===== src/rtl/iir_output_decimator_if.sv =====
// Handshake bundle between the IIR output decimator and its neighbours:
// the filter-side sample stream and the consumer-side FIFO drain port.
interface iir_output_decimator_if #(
  parameter int NB_DATA_IN  = 12,
  parameter int NB_DATA_OUT = 8,
  parameter int FIFO_DEPTH  = 4
);
  localparam int NB_LEVEL = $clog2(FIFO_DEPTH + 1);

  logic signed [NB_DATA_IN-1:0]  i_data;
  logic                          i_enable;
  logic                          i_ready;
  logic                          i_clear_overflow;
  logic signed [NB_DATA_OUT-1:0] o_data;
  logic                          o_valid;
  logic [NB_LEVEL-1:0]           o_level;
  logic                          o_overflow;

  // Environment side: drives the sample stream and the consumer ready.
  modport master (
    output i_data, i_enable, i_ready, i_clear_overflow,
    input  o_data, o_valid, o_level, o_overflow
  );

  // Decimator side.
  modport slave (
    input  i_data, i_enable, i_ready, i_clear_overflow,
    output o_data, o_valid, o_level, o_overflow
  );
endinterface


===== src/rtl/iir_output_decimator.sv =====
// Keeps one filter sample in DECIM_FACTOR, scales and saturates it to a narrow
// signed word, and buffers it in a first-word-fall-through FIFO with overflow flag.
module iir_output_decimator #(
  parameter int NB_DATA_IN   = 12,
  parameter int NB_DATA_OUT  = 8,
  parameter int NB_SHIFT     = 2,
  parameter int DECIM_FACTOR = 4,
  parameter int FIFO_DEPTH   = 4
) (
  input  logic                   i_clock,
  input  logic                   i_reset_n,
  iir_output_decimator_if.slave  bus
);

  localparam int NB_PTR   = $clog2(FIFO_DEPTH);
  localparam int NB_LEVEL = $clog2(FIFO_DEPTH + 1);
  localparam int NB_DCNT  = (DECIM_FACTOR > 1) ? $clog2(DECIM_FACTOR) : 1;

  localparam logic [NB_DCNT-1:0]  DCNT_LAST  = NB_DCNT'(DECIM_FACTOR - 1);
  localparam logic [NB_LEVEL-1:0] LEVEL_FULL = NB_LEVEL'(FIFO_DEPTH);

  // Output range expressed at input width so the comparison sees the full shifted value.
  localparam logic signed [NB_DATA_IN-1:0] SAT_MAX = NB_DATA_IN'((2 ** (NB_DATA_OUT - 1)) - 1);
  localparam logic signed [NB_DATA_IN-1:0] SAT_MIN = ~SAT_MAX;

  logic [NB_DCNT-1:0]            r_dcnt;
  logic signed [NB_DATA_OUT-1:0] r_mem [FIFO_DEPTH];
  logic [NB_PTR-1:0]             r_wr_ptr;
  logic [NB_PTR-1:0]             r_rd_ptr;
  logic [NB_LEVEL-1:0]           r_level;
  logic                          r_overflow;

  logic                          w_push;
  logic                          w_pop;
  logic                          w_write;
  logic                          w_drop;
  logic                          w_full;
  logic                          w_empty;
  logic signed [NB_DATA_IN-1:0]  w_shifted;
  logic signed [NB_DATA_OUT-1:0] w_sat;

  // ---------------------------------------------------------------------------
  // Decimation counter: one push per DECIM_FACTOR enabled cycles, starting at 0
  // so the first enabled cycle after reset produces a sample.
  // ---------------------------------------------------------------------------
  // NOTE: sequential state is assigned with <= so every flop samples the
  // pre-edge values regardless of statement order.
  always_ff @(posedge i_clock or negedge i_reset_n) begin
    if (!i_reset_n) begin
      r_dcnt <= '0;
    end else if (bus.i_enable) begin
      r_dcnt <= (r_dcnt == DCNT_LAST) ? '0 : r_dcnt + NB_DCNT'(1);
    end
  end

  assign w_push = bus.i_enable && (r_dcnt == '0);

  // ---------------------------------------------------------------------------
  // Scale (floor shift) and saturate to the output word.
  // ---------------------------------------------------------------------------
  // NOTE: every signal driven here gets a default first, so no path through
  // the block leaves it unassigned and no latch is inferred.
  always_comb begin
    w_shifted = bus.i_data >>> NB_SHIFT;
    w_sat     = w_shifted[NB_DATA_OUT-1:0];
    if (w_shifted > SAT_MAX) begin
      w_sat = SAT_MAX[NB_DATA_OUT-1:0];
    end else if (w_shifted < SAT_MIN) begin
      w_sat = SAT_MIN[NB_DATA_OUT-1:0];
    end
  end

  // ---------------------------------------------------------------------------
  // FIFO control. A full FIFO still accepts a word when the head leaves in the
  // same cycle; otherwise the word is dropped and the overflow flag is raised.
  // ---------------------------------------------------------------------------
  assign w_empty = (r_level == '0);
  assign w_full  = (r_level == LEVEL_FULL);
  assign w_pop   = !w_empty && bus.i_ready;
  assign w_write = w_push && (!w_full || w_pop);
  assign w_drop  = w_push && w_full && !w_pop;

  // NOTE: the storage array carries no reset; occupancy and pointers define
  // which entries are meaningful, and o_data is masked while empty.
  always_ff @(posedge i_clock) begin
    if (w_write) begin
      r_mem[r_wr_ptr] <= w_sat;
    end
  end

  always_ff @(posedge i_clock or negedge i_reset_n) begin
    if (!i_reset_n) begin
      r_wr_ptr <= '0;
      r_rd_ptr <= '0;
      r_level  <= '0;
    end else begin
      if (w_write) begin
        r_wr_ptr <= r_wr_ptr + NB_PTR'(1);
      end
      if (w_pop) begin
        r_rd_ptr <= r_rd_ptr + NB_PTR'(1);
      end
      case ({w_write, w_pop})
        2'b10:   r_level <= r_level + NB_LEVEL'(1);
        2'b01:   r_level <= r_level - NB_LEVEL'(1);
        default: r_level <= r_level;
      endcase
    end
  end

  // A drop in the same cycle as a clear leaves the flag set.
  always_ff @(posedge i_clock or negedge i_reset_n) begin
    if (!i_reset_n) begin
      r_overflow <= 1'b0;
    end else if (w_drop) begin
      r_overflow <= 1'b1;
    end else if (bus.i_clear_overflow) begin
      r_overflow <= 1'b0;
    end
  end

  // ---------------------------------------------------------------------------
  // Outputs depend on registered state only.
  // ---------------------------------------------------------------------------
  assign bus.o_valid    = !w_empty;
  assign bus.o_data     = w_empty ? '0 : r_mem[r_rd_ptr];
  assign bus.o_level    = r_level;
  assign bus.o_overflow = r_overflow;

endmodule


===== src/flat_wrapper.sv =====
// flat-port wrapper written by rule: the top's interface ports become plain ports
module iir_output_decimator_flat 
#(
  parameter int NB_DATA_IN   = 12,
  parameter int NB_DATA_OUT  = 8,
  parameter int NB_SHIFT     = 2,
  parameter int DECIM_FACTOR = 4,
  parameter int FIFO_DEPTH   = 4
)
  (i_clock, i_reset_n, bus_i_data, bus_i_enable, bus_i_ready, bus_i_clear_overflow, bus_o_data, bus_o_valid, bus_o_level, bus_o_overflow);
  iir_output_decimator_if #(.NB_DATA_IN(NB_DATA_IN), .NB_DATA_OUT(NB_DATA_OUT), .FIFO_DEPTH(FIFO_DEPTH)) bus_i ();
  input  logic i_clock;
  input  logic i_reset_n;
  input wire logic [$bits(bus_i.i_data)-1:0] bus_i_data;
  input wire logic [$bits(bus_i.i_enable)-1:0] bus_i_enable;
  input wire logic [$bits(bus_i.i_ready)-1:0] bus_i_ready;
  input wire logic [$bits(bus_i.i_clear_overflow)-1:0] bus_i_clear_overflow;
  output wire logic [$bits(bus_i.o_data)-1:0] bus_o_data;
  output wire logic [$bits(bus_i.o_valid)-1:0] bus_o_valid;
  output wire logic [$bits(bus_i.o_level)-1:0] bus_o_level;
  output wire logic [$bits(bus_i.o_overflow)-1:0] bus_o_overflow;
  assign bus_i.i_data = bus_i_data;
  assign bus_i.i_enable = bus_i_enable;
  assign bus_i.i_ready = bus_i_ready;
  assign bus_i.i_clear_overflow = bus_i_clear_overflow;
  assign bus_o_data = bus_i.o_data;
  assign bus_o_valid = bus_i.o_valid;
  assign bus_o_level = bus_i.o_level;
  assign bus_o_overflow = bus_i.o_overflow;
  iir_output_decimator #(.NB_DATA_IN(NB_DATA_IN), .NB_DATA_OUT(NB_DATA_OUT), .NB_SHIFT(NB_SHIFT), .DECIM_FACTOR(DECIM_FACTOR), .FIFO_DEPTH(FIFO_DEPTH)) u_core (.i_clock(i_clock), .i_reset_n(i_reset_n), .bus(bus_i));
endmodule

===== config.mk =====
export PLATFORM = sky130hd
export DESIGN_NAME = iir_output_decimator_flat
export DESIGN_NICKNAME = d
export VERILOG_FILES = /design/src/rtl/iir_output_decimator_if.sv /design/src/rtl/iir_output_decimator.sv /design/src/flat_wrapper.sv
export SDC_FILE = /design/constraint.sdc
export NUM_CORES = 1
export LEC_CHECK = 0
export CORE_AREA = 2 2 94 96
export CTS_CLUSTER_SIZE = 40
export DETAILED_ROUTE_END_ITERATION = 12
export DIE_AREA = 0 0 96 98
export PLACE_DENSITY = 0.53
export REMOVE_ABC_BUFFERS = 1
export SKIP_LAST_GASP = 1
export SLEW_MARGIN = 40
export SYNTH_ARGS = -nofsm -noshare
export SYNTH_HDL_FRONTEND = slang
export SYNTH_SLANG_ARGS = --single-unit

===== constraint.sdc =====
create_clock -name i_clock -period 3 [get_ports i_clock]
set_input_delay 0.3 -clock i_clock [delete_from_list [all_inputs] [get_ports i_clock]]
set_output_delay 0.3 -clock i_clock [all_outputs]
set_load 0.01 [all_outputs]

==> flow_metrics.tcl <==
set metrics [dict create \
    crit_fanout 10 \
    dpl.hpwl_mm 2.67 \
    static-leakage-power_nw 0.902 \
    antenna_found_initial 0 \
    grt_pass1_vias 1278 \
    final_util 0.297 \
    vias 1249 \
    place_area_um2 2430 \
    max_freq_ghz 0.388 \
    critical_path_class "reg2out" \
    synth_top_area_share 0.468 \
    synth_flop_cell "edfxtp_1" \
    cp_slowest_cell "dfrtp_1" \
    antennaDiodeCount 0 \
    startpoint "u_core.r_rd_ptr[0]" \
    path_buf_inv 1 \
    r2r-start "u_core.r_dcnt[0]" \
    syn_area_per_cell_um2 13.3 \
    synthArstFlopShare 0.238 \
    peakVddDrop_uv 172 \
    slew_violations 0 \
    fin_area_um2 2510 \
    cts_setup_buffers 0 \
    synth.distinct_cells 37 \
    drive_gt1_frac 0.149 \
    fin_crit_sh 0.859 \
    grt_max_degree 19 \
    grt_first_pass_wirelength_mm 6.38 \
    synth_edf_count 32 \
    setup_viol_count_final 0 \
    gp_congestion 0.751 \
    wl_mm 3.84 \
    max-cap-violations 0 \
    drtIter0Drc 53 \
    cts_made_buffers 5 \
    worstPathArrival_ps 2280 \
    p_per_area_nw_per_um2 832 \
    cp-start-kind "register" \
    hold_viol 0 \
    coreArea_um2 8470 \
    row_count 34 \
    viasPerCell 4.32 \
    hp-class "in2async" \
    gr-total-overflow 0 \
    clock_skew_ps 6.17 \
    syn_inst 154 \
    first_pass_iters 4 \
    nets 204 \
    ios 30 \
    tns_ps 0 \
    post-route-min-period_ps 2580 \
    max_stage_delay_ps 740 \
    setup_slack_ps 424 \
    critical_path.top_delay_family "flip-flops" \
    place_worst_setup_slack_ps 713 \
    synth_warnings 0 \
    cts.sink_count 42 \
    area_growth_pct 22.3 \
    h-tree-depth 2 \
    cp.required_ps 2700 \
    drt.antenna.violating_nets 0 \
    status "finished, final reports clean" \
    synth-seq-cells 42 \
    grt_setup_unrepaired "false" \
    clkSlewWorstSetupHoldPaths_ps 80 \
    track_usage 0.0904 \
    syn_area_um2 2050 \
    cts_root_buf "clkbuf_8" \
    numPortBuffers 27 \
    clk_latency_ps 290 \
    relSlewSlack 0.587 \
    worst_slew_pin_slew_ps 620 \
    die_h_um 98 \
    synth_top_cells_by_count "32 x edfxtp_1, 18 x nand2_1, 10 x and2_1, 10 x dfrtp_1, 9 x inv_1" \
    hold_buffers 0 \
    yosysMostFrequentCell "edfxtp_1" \
    synth_area_leaders "edfxtp_1 47%, dfrtp_1 12%, mux4_2 8.8%" \
    clockBufferDepth 2 \
    crit_path_end_kind "output port" \
    initial_utilization 0.243 \
    wl_per_cell_um 13.3 \
    die_area_um2 9410 \
    cts_tree "done" \
    die_x_um 96 \
    synth_top_cell_by_area "edfxtp_1" \
    drc_errors 0 \
    crit_chain "mux4_2 > and2_1 > clkdlybuf4s50_1" \
    cts_resized 0 \
    ys_seq_area_frac 0.590 \
]
==> per-stage QoR <==
| step | power [mW] | std cells | hold slack [ps] |
|---|---|---|---|
| 6_report | 2.09 | 289 | 339 |
| 3_3_place_gp | 1.76 | 281 | 521 |
| 4_1_cts | 2.13 | 289 | 352 |
| 3_5_place_dp | 1.77 | 281 | 529 |
| 5_1_grt | 2.25 | 289 | 365 |
| 2_1_floorplan | 1.38 | 145 | 4.41 |
==> worst paths after layout <==
path / cells past startpoint / end / slack, ps
max: 3 / bus_o_data[7] / 420
max in group asynchronous: 1 / u_core.bus.o_level[2] / 2320
min reg2reg: 2 / u_core.bus.o_overflow / 540
min: 1 / u_core.bus.o_level[1] / 340
max reg2reg: 8 / u_core.bus.o_level[2] / 750
min in group i_clock: 2 / u_core.bus.o_overflow / 540
==> flip-flops by register name (all words and copies together), names as in the netlist <==
name                   cells
u_core.bus.o_overflow      1
u_core.r_rd_ptr            2
u_core.bus.o_level         3
u_core.r_mem              32
u_core.r_wr_ptr            2
u_core.r_dcnt              2
==> final cells by class <==
| type | count | area [um^2] |
|---|---|---|
| Timing Repair Buffer | 28 | 278 |
| Fill cell | 867 | 5950 |
| Clock inverter | 2 | 13.8 |
| Inverter | 9 | 33.8 |
| Multi-Input combinational cell | 94 | 768 |
| Sequential cell | 42 | 1210 |
| Tap cell | 108 | 135 |
| Clock buffer | 6 | 72.6 |
==> metal layers <==
layer	wire length [um]	GRT usage
met5	0	0
met4	83	0.0418
met3	176	0.0278
met2	1780	0.135
met1	1800	0.120
==> where the power goes <==
part           switching (mW)  internal [mW]  total, mW
combinational           0.368          0.492      0.860
clock                   0.191          0.164      0.355
sequential              0.129          0.745      0.874
==> cell families after synthesis <==
group	after synthesis	synth area share
flops	42	0.590
mux	8	0.0877
fa+ha+maj	7	0.0463
simple gates	54	0.142
compound gates	22	0.0816
buf+inv	18	0.0365
xor+xnor	3	0.0164
==> cell usage in the layout (no fill, tap or decap), types with 2 or more instances in the layout <==
cell             instances
clkdlybuf4s50_1         27
and2_1                  10
inv_1                    9
nand3_1                  4
dfrtp_1                 10
nor2_1                   8
mux4_2                   8
o311ai_0                 2
clkbuf_8                 5
nand2_1                 18
nand4_1                  2
ha_1                     6
and3_2                   4
xnor2_1                  2
o21ai_0                  3
edfxtp_1                32
a31oi_1                  2
o2bb2ai_1                7
(Power assumes the default switching activity.)
